## config.mk

```make
export PLATFORM = sky130hd
export DESIGN_NAME = serial_addsub
export DESIGN_NICKNAME = d
export VERILOG_FILES = /design/src/rtl/serial_addsub_pkg.sv /design/src/rtl/full_adder.sv /design/src/rtl/serial_addsub.sv
export SDC_FILE = /design/constraint.sdc
export NUM_CORES = 1
export LEC_CHECK = 0
export CORE_MARGIN = 4
export CORE_UTILIZATION = 37
export DETAILED_ROUTE_END_ITERATION = 8
export PLACE_DENSITY = 0.59
export SLEW_MARGIN = 20
export SYNTH_ARGS = -nofsm -noshare
export SYNTH_HDL_FRONTEND = slang
export SYNTH_HIERARCHICAL = 1
export SYNTH_SLANG_ARGS = --single-unit
```

## constraint.sdc

```tcl
create_clock -name clk -period 2.19 [get_ports clk]
set_input_delay 0.3285 -clock clk [delete_from_list [all_inputs] [get_ports clk]]
set_output_delay 0.3285 -clock clk [all_outputs]
set_load 0.01 [all_outputs]
```

## src/rtl/serial_addsub_pkg.sv

```systemverilog
// Shared definitions for the bit-serial adder/subtractor: FSM encoding and
// the counter-width helper derived from the operand width.
package serial_addsub_pkg;

  typedef enum logic [1:0] {
    IDLE = 2'd0,
    RUN  = 2'd1,
    DONE = 2'd2
  } state_t;

  // Bit counter must hold 0..WIDTH-1 with headroom so it never wraps.
  function automatic int cnt_width(input int width);
    return $clog2(width) + 1;
  endfunction

endpackage

```

## src/rtl/full_adder.sv

```systemverilog
// One-bit full-adder cell shared across datapaths.
module full_adder (
  input  logic a,
  input  logic b,
  input  logic c,
  output logic sum,
  output logic cout
);

  assign sum  = a ^ b ^ c;
  assign cout = (a & b) | (c & (a ^ b));

endmodule

```

## src/rtl/serial_addsub.sv

```systemverilog
// Bit-serial adder/subtractor: processes one bit per clock, LSB first, through
// a single full-adder cell with a registered carry. Subtraction is a + ~b + 1,
// the +1 coming from presetting the carry register.
module serial_addsub
  import serial_addsub_pkg::*;
#(
  parameter int WIDTH = 8
) (
  input  logic             clk,
  input  logic             rst_n,
  input  logic             start,
  input  logic             sub,
  input  logic [WIDTH-1:0] a,
  input  logic [WIDTH-1:0] b,
  output logic             ready,
  output logic             busy,
  output logic             done,
  output logic [WIDTH-1:0] sum,
  output logic             cout,
  output logic             ovf
);

  localparam int                CNT_W      = cnt_width(WIDTH);
  localparam logic [CNT_W-1:0]  CNT_LAST   = CNT_W'(WIDTH - 1);
  localparam logic [CNT_W-1:0]  CNT_MSB_IN = CNT_W'(WIDTH - 2);

  if (WIDTH < 2 || WIDTH > 64) begin : g_width_check
    $error("serial_addsub: WIDTH must be in 2..64");
  end

  state_t             r_state;
  logic [WIDTH-1:0]   r_op_a;
  logic [WIDTH-1:0]   r_op_b;
  logic [WIDTH-1:0]   r_res;
  logic               r_carry;
  logic               r_c_msb_in;
  logic [CNT_W-1:0]   r_cnt;
  logic               r_ready;
  logic               r_busy;
  logic               r_done;
  logic [WIDTH-1:0]   r_sum;
  logic               r_cout;
  logic               r_ovf;

  logic               w_s;
  logic               w_c;
  logic [WIDTH-1:0]   w_res_next;

  full_adder u_fa (
    .a    (r_op_a[0]),
    .b    (r_op_b[0]),
    .c    (r_carry),
    .sum  (w_s),
    .cout (w_c)
  );

  // Result register after this bit is shifted in from the top.
  assign w_res_next = {w_s, r_res[WIDTH-1:1]};

  // Control FSM plus serial datapath; all outputs come straight from registers.
  // NOTE: every state element here uses <= so all registers update together
  // from pre-edge values; a blocking = would let later lines see new values.
  always_ff @(posedge clk or negedge rst_n) begin
    if (!rst_n) begin
      r_state    <= IDLE;
      r_op_a     <= '0;
      r_op_b     <= '0;
      r_res      <= '0;
      r_carry    <= 1'b0;
      r_c_msb_in <= 1'b0;
      r_cnt      <= '0;
      r_ready    <= 1'b1;
      r_busy     <= 1'b0;
      r_done     <= 1'b0;
      r_sum      <= '0;
      r_cout     <= 1'b0;
      r_ovf      <= 1'b0;
    end else begin
      case (r_state)
        IDLE: begin
          if (start) begin
            r_op_a  <= a;
            r_op_b  <= sub ? ~b : b;
            r_carry <= sub;
            r_cnt   <= '0;
            r_ready <= 1'b0;
            r_busy  <= 1'b1;
            r_state <= RUN;
          end
        end

        RUN: begin
          r_res   <= w_res_next;
          r_op_a  <= r_op_a >> 1;
          r_op_b  <= r_op_b >> 1;
          r_carry <= w_c;
          r_cnt   <= r_cnt + 1'b1;
          // Carry out of bit WIDTH-2 is the carry into the MSB, needed for ovf.
          if (r_cnt == CNT_MSB_IN) begin
            r_c_msb_in <= w_c;
          end
          if (r_cnt == CNT_LAST) begin
            r_sum   <= w_res_next;
            r_cout  <= w_c;
            r_ovf   <= r_c_msb_in ^ w_c;
            r_done  <= 1'b1;
            r_state <= DONE;
          end
        end

        DONE: begin
          r_done  <= 1'b0;
          r_busy  <= 1'b0;
          r_ready <= 1'b1;
          r_state <= IDLE;
        end

        default: begin
          r_done  <= 1'b0;
          r_busy  <= 1'b0;
          r_ready <= 1'b1;
          r_state <= IDLE;
        end
      endcase
    end
  end

  assign ready = r_ready;
  assign busy  = r_busy;
  assign done  = r_done;
  assign sum   = r_sum;
  assign cout  = r_cout;
  assign ovf   = r_ovf;

endmodule

```

Word-level counts from Yosys, hierarchy flattened
Index checks and enable logic that the tools add are counted.
{ "word_totals": {"reg_bits": 45, "in_bits": 20, "wordCells": 54} }
{ "classes": {"addsub": 1, "n_eq_ne": 5, "n_mux": 18, "bitwise_logic": 9, "reduce_logical": 8} }
{ "op_table": {"columns": ["cell", "n"], "rows": [
  ["8-bit case mux with 2 select lines", 2],
  ["8-bit 2-to-1 mux", 3],
  ["2-bit AND reduction", 6],
  ["4-bit by 3-bit equality test with 1-bit output (second input constant)", 2],
  ["8-bit inverter", 1],
  ["1-bit case mux with 2 select lines", 4],
  ["4-bit case mux with 2 select lines", 1],
  ["4-bit by 1-bit adder with 4-bit output (second input constant)", 1],
  ["1-bit 2-to-1 mux", 4],
  ["2-bit 2-to-1 mux", 2],
  ["4-bit 2-to-1 mux", 1],
  ["2-bit inequality test (second input constant)", 2],
  ["2-bit case mux with 2 select lines", 1],
  ["1-bit bitwise XOR", 3],
  ["1-bit bitwise AND", 2],
  ["2-bit by 1-bit equality test with 1-bit output (second input constant)", 1],
  ["2-bit logical NOT", 1],
  ["1-bit inverter", 2],
  ["2-bit nonzero test", 1],
  ["1-bit OR", 1]
]} }

Depth between registers and ports, before layout
Gate-level depths: netlist (run 1).
{ "logic_depth": {"depth_word": 4, "mapped_depth": 6, "depth_no_buf": 4} }

Hierarchy
Netlist (run 1), hierarchy kept.
{ "modules_own_cells": {"columns": ["module", "n_inst", "cells_each", "area_per_inst_um2"], "rows": [
  ["serial_addsub", 1, 175, 2059.5],
  ["full_adder", 1, 1, 20.0]
]} }

Least setup slack after synthesis (run 1)
OpenSTA, ideal clock, no wires.
{ "synth_timing": {"path_type": "register -> register", "from": "register r_state[1]", "to": "register r_cout (netlist: cout)", "setup_time_ps": 125, "arrival_time_ps": 1371, "required_time_ps": 2065, "setup_slack_ps": 694, "path_stages_with_launch": 7, "n_path_buf": 3, "synth_period_minus_slack_ps": 1496, "cell_sequence": "dfrtp_1 buf_2 nor2b_2 buf_6 and3_4 buf_8 mux2_4"} }
{ "synth_via": {"elab_chain_len": 2} }
{ "synth_lines": {"columns": ["item", "line_no", "text"], "rows": [
  ["start: declaration", "serial_addsub.sv:31", "state_t r_state;"],
  ["start signal: assignment", "serial_addsub.sv:65", "r_state <= IDLE;"],
  ["start signal: assignment", "serial_addsub.sv:88", "r_state <= RUN;"],
  ["start signal: assignment", "serial_addsub.sv:107", "r_state <= DONE;"],
  ["2-bit by 1-bit equality test with 1-bit output", "serial_addsub.sv:79", "case (r_state)"],
  ["2-bit AND reduction (no source line)", null, null],
  ["end signal: assignment", "serial_addsub.sv:104", "r_cout <= w_c;"],
  ["end: declaration", "serial_addsub.sv:42", "logic r_cout;"]
]} }
Every way passes these cells.
A chain may end at the register's enable or synchronous reset.

Final worst setup path (run 1)
{ "layout_timing": {"from": "register r_ready (netlist: ready)", "to": "output port ready"} }
{ "layout_lines": {"columns": ["item", "line_no", "text"], "rows": [
  ["start: declaration", "serial_addsub.sv:38", "logic r_ready;"],
  ["start signal: assignment", "serial_addsub.sv:72", "r_ready <= 1'b1;"],
  ["start signal: assignment", "serial_addsub.sv:86", "r_ready <= 1'b0;"],
  ["start signal: assignment", "serial_addsub.sv:114", "r_ready <= 1'b1;"],
  ["end: declaration", "serial_addsub.sv:15", "output logic ready,"]
]} }
No word-level cell between the ends.

==> results.md, run 1 <==
* Maximum VDD drop at 0.473 mV
* YS warnings at 6
* Die Ht at 83.0 um
* Total core area at 5470 um2
* CTS tree: built
* Num rows at 27
* Leading area contributor after synthesis: dfrtp_1
* Initial DRC count at 87
* Synth area leaders: dfrtp_1 52%, mux2_4 5.8%, mux2_2 5.4%
* Run status: finished clean
* Slowest stage cell, crit path: dfstp_2
* Sequential Power Share at 0.409
* Via count at 1456
* Logic gate share of total power at 0.413
* Synth Register Bits at 44
* Worst EP required at 1.86 ns
* Startpoint class of the critical path: flop
* DRC at 0
* Final hold violation count at 0
* Arr. time, crit path at 1.36 ns
* Die area at 6880 um2
* Dpl hpwl at 2760 um
* P_int at 2.29 mW
* Final hold slack at 0.466 ns
* Die width at 83.0 um
* Worst min path class: reg2reg
* Yosys top cell area share at 0.517
* Power per cell area at 1310 nW/um2
* Wire per inst at 14.1 um
* Synth unique cells at 35
* 1st-pass router iterations at 4
* Final ANT Viol Nets at 0
* Antenna fix cells at 0
* Initial antenna violation count at 0
* Synthesis-to-layout area growth at 25.5%
* Num CTS Buffers at 5
* Final setup fails at 0
* CP Capture Type: primary output
* Clock transition at path regs at 0.08 ns
* FMAX at 592 MHz
* RePlAce Congestion at 0.744
* Min Tclk post-route at 1.69 ns
* Synthesized netlist cell count at 176
* Most common cell after layout, fill and taps aside: dfrtp_1
* H-tree lvl count at 2
* Final-report max-slew violation count at 0
* CP max FO at 2
* Slew HR at 0.665
* Via density at 5.11
* Part of the cycle the worst path needs at 0.772
* PostCTS Resize Cnt at 0
* Area after DPL at 2490 um2
* Sw Pwr at 1.14 mW
* Post-synth EDFFs at 0
* Port bufs at 32
* Post-synthesis async set-or-reset flop share at 1.00
* Layout cell share with drive strength beyond 1 at 0.174
* Crit-path cells: clkdlybuf4s50_1
* Clock Tree Buf Depth at 2
* Global-route wire length before repair at 7160 um
* Commonest cells after routing, fill and taps aside: 43 x dfrtp_1, 31 x clkdlybuf4s50_1, 12 x nor2b_1, 12 x o21ai_0, 11 x a21oi_1
* Slowest cell delay on critical path at 0.54 ns
* Final Instance Area at 2610 um2
* # hold bufs at CTS at 1
* Largest net degree at the start of global routing at 25
* Final nets at 235
* LEAKAGE at 1.11 nW
* Post-CTS Setup Repair Bufs at 0
* Avg Cell Area, Syn at 11.8 um2
* Max cap viols at 0
* Measured slew at the worst slew-check pin at 0.501 ns
* Root Buffer Master: clkbuf_8
* Net count after synthesis at 199
* Seq/Total Area, Yosys at 0.530
* Worst setup path class: reg2out
* Vias in the first global route at 1471
* Starting Density at 0.380
* Buffers & Inverters on Critical Path at 1
* Sum Neg Setup Slack at 0 ns
* Clock sink count at 44
* IO Pins at 33
* Critical path's top delay family: flip-flops
* Clock power frac at 0.178
* Switch share at 0.331
* Ys flop type: dfrtp_1
* Setup Skew at 0.00393 ns
* Tot GR Track Use at 0.125
* Core Util, Final at 0.477
* Routed WL at 4020 um
* Cell area after synthesis at 2080 um2
* GRT overflow at 0
* RSZ-0062 raised after global routing: no
* Insertion delay to the later sink of the worst-skew pair at 0.29 ns
-- cell type report --
type | instances | area [um2]
clock buffer | 6 | 72.6
clock inverter | 2 | 35.0
fill | 532 | 2860
inverter | 9 | 33.8
multi-input combinational | 111 | 877
sequential | 44 | 1100
tap | 72 | 90.1
timing repair buffer | 41 | 398
-- state kept, by name, indices dropped and copies added, names as in the netlist --
name	flops
ready	1
done	1
r_res	7
r_c_msb_in	1
r_op_b	8
sum	8
busy	1
r_cnt	4
r_op_a	8
r_state	2
cout	1
ovf	1
r_carry	1
-- power groups by stage --
stage | registers [mW] | logic (mW) | clock network, mW
6_report | 1.40 | 1.41 | 0.612
5_1_grt | 1.47 | 1.57 | 0.660
4_1_cts | 1.41 | 1.43 | 0.632
3_5_place_dp | 1.42 | 1.43 | 0
3_3_place_gp | 1.42 | 1.40 | 0
2_1_floorplan | 1.42 | 0.925 | 0
-- cells by family after synthesis --
group,count (synthesis),synth area share
compound gates,50,0.164
flops,44,0.530
simple gates,30,0.0812
buf+inv,21,0.0481
mux,19,0.117
xor+xnor,9,0.0379
fa+ha+maj,3,0.0217
-- through the flow --
step	cells	setup slack [ns]	total power, mW
final	285	0.500	3.43
after global routing	285	0.458	3.70
after CTS	285	0.492	3.47
after detailed placement	276	0.397	2.85
after global placement	276	0.425	2.82
after floorplan	176	0.694	2.35
-- Yosys cell counts (all sizes together) (5+ instances only) --
library cell / count
o221ai: 5
a21oi: 11
mux2: 18
o32a: 5
nand2: 9
inv: 9
dfrtp: 43
clkbuf: 8
o21ai: 12
nor2b: 13
xnor2: 7
a22oi: 9
-- per-layer routing --
metal  vias to the layer above  routed length, um  track usage
li1                        696                  -            -
met1                       716               1980        0.180
met2                        39               1800        0.186
met3                         5                195       0.0347
met4                         0                 53       0.0357
met5                         -                  0            0
-- path summary, 6_finish.rpt --
path | startpoint | to | slack, ns | depth (start not counted)
hold / removal | ready | ready | 0.47 | 2
min in group asynchronous | rst_n | r_res[1] | 0.52 | 2
setup reg to reg | r_state[1] | r_op_b[3] | 0.70 | 4
hold reg to reg | ready | ready | 0.47 | 2
max in group asynchronous | rst_n | ready | 1.09 | 3
setup / recovery | ready | ready | 0.50 | 1
(Power assumes the default switching activity.)
==> run 2, diff against run 1 <==
Settings changed: PLACE_DENSITY 0.59 to 0.61.
Clock period 2.19 ns to 1.5 ns, I/O delays scaled along.
==> results.md, run 2 (synthesis gave the netlist of run 1 again) <==
* CP max FO at 2
* Root Buffer Master: clkbuf_8
* Reg-to-reg slack, setup at 0.09 ns
* Setup Skew at 0.00893 ns
* RR Endpoint: ovf
* Commonest cells after routing, fill and taps aside: 42 x dfrtp_1, 30 x clkdlybuf4s50_1, 17 x buf_4, 12 x nor2b_1, 12 x o21ai_0
* Slowest cell delay on critical path at 0.54 ns
* Worst EP required at 1.27 ns
* Die area at 6880 um2
* Dpl hpwl at 2940 um
* Post-route insts no fill at 295
* FMAX at 695 MHz
* Clock transition at path regs at 0.09 ns
* Area after DPL at 2560 um2
* Slew HR at 0.723
* Slowest stage cell, crit path: clkdlybuf4s50_1
* Maximum VDD drop at 0.836 mV
* Run status: finished clean
* Buffers & Inverters on Critical Path at 1
* CP Capture Type: primary output
* Worst min path class: in2async
* Most common cell after layout, fill and taps aside: dfrtp_1
* Startpoint class of the critical path: flop
* Logic gate share of total power at 0.425
* Synthesis-to-layout area growth at 29.4%
* RSZ-0062 raised after global routing: no
* Vias in the first global route at 1439
* Final hold slack at 0.375 ns
* Met1 usage at 0.183
* IO Pins at 33
* Wire per inst at 13.8 um
* Critical path's top delay family: buffers and inverters
* Sw Pwr at 1.69 mW
* Die Ht at 83.0 um
* Final nets at 245
* Sum Neg Setup Slack at 0 ns
* Initial DRC count at 54
* GRT met2 Usage at 0.179
* FILL cells at 522
* Worst setup path class: reg2out
* Num rows at 27
* PnR worst setup slack at 0.0607 ns
* Final hold violation count at 0
* Switch share at 0.330
* Post-route total power at 5.14 mW
* Max cap viols at 0
* Routed WL at 4080 um
* 1st-pass router iterations at 4
* LEAKAGE at 1.16 nW
* Initial antenna violation count at 0
* DRC at 0
* Final Instance Area at 2690 um2
* Clock sink count at 44
* Pre-CTS setup slack at -0.0810 ns
* Antenna fix cells at 0
* Die width at 83.0 um
* Final-report max-slew violation count at 0
* Arr. time, crit path at 1.21 ns
* Busiest grt layer: met1
* Placed cell count at 285
* Reg2reg path depth at 3
* Part of the cycle the worst path needs at 0.960
* Sequential Power Share at 0.395
* Port bufs at 32
* Core Util, Final at 0.492
* P_int at 3.44 mW
* Via count at 1457
* Met3 usage at 0.0298
* Final setup fails at 0
* Largest net degree at the start of global routing at 29
* Crit-path cells: clkdlybuf4s50_1
* Clock Tree Buf Depth at 2
* Final ANT Viol Nets at 0
* Global-route wire length before repair at 7120 um
* Measured slew at the worst slew-check pin at 0.415 ns
* RePlAce Congestion at 0.742
* Total core area at 5470 um2
* Power per cell area at 1910 nW/um2
* Min Tclk post-route at 1.44 ns
* H-tree lvl count at 2
* Layout cell share with drive strength beyond 1 at 0.220
* Via density at 4.94
* Starting Density at 0.380
* Num CTS Buffers at 5
* Tot GR Track Use at 0.127
* Insertion delay to the later sink of the worst-skew pair at 0.30 ns
* Worst r2r src: r_op_a[0]
* CTS tree: built
* Clock power frac at 0.180
* GRT overflow at 0
==> run 2: cell count changes in the layout (fill, tap and decap cells not counted), sizes merged <==
cell,delta
inv,+1
clkbuf,-1
buf,+10
clkinv,-1
clkinvlp,+1
dlygate4sd2,+1
clkdlybuf4s50,-1
==> run 2: power by group through the flow <==
stage | registers [mW] | logic, mW | clock network (mW)
after floorplan | 2.08 | 1.35 | 0
after global placement | 2.05 | 2.15 | 0
after detailed placement | 2.06 | 2.21 | 0
after CTS | 2.04 | 2.20 | 0.961
after global routing | 2.11 | 2.42 | 1.01
final | 2.03 | 2.18 | 0.927
==> run 2: what timing repair did <==
action,CTS,global route
cloned,0,0
hold buffers,1,0
resized for setup,1,2
endpoints found under the setup margin,1,3
hold endpoints to repair,16,0
setup buffers,0,1
==> run 2: worst max-delay path by stage <==
stage	from	end	depth (start not counted)
2_1_floorplan	r_state[1]	cout	6
3_3_place_gp	start	r_op_b[1]	4
3_5_place_dp	start	r_op_b[5]	4
4_1_cts	sum[7]	sum[7]	1
5_1_grt	r_op_a[0]	r_carry	4
6_report	ovf	ovf	1
==> run 2: final cells by class <==
cell class	instances	area (um2)	share of cell area
Sequential cell	44	1100	0.410
Multi-Input combinational cell	111	877	0.326
Timing Repair Buffer	51	472	0.175
Tap cell	72	90.1	0.0335
Clock buffer	5	68.8	0.0256
Clock inverter	3	46.3	0.0172
Inverter	9	33.8	0.0126
==> run 2: layer usage <==
layer,share of wire,vias up
li1,-,722
met1,0.52,696
met2,0.42,32
met3,0.039,7
met4,0.022,0
met5,0,-
==> run 3, diff against run 2 <==
Settings changed: GPL_ROUTABILITY_DRIVEN set to 0.
==> results of run 3 <==
Same layout as run 2: the final DEF is identical, and so are final timing and power.
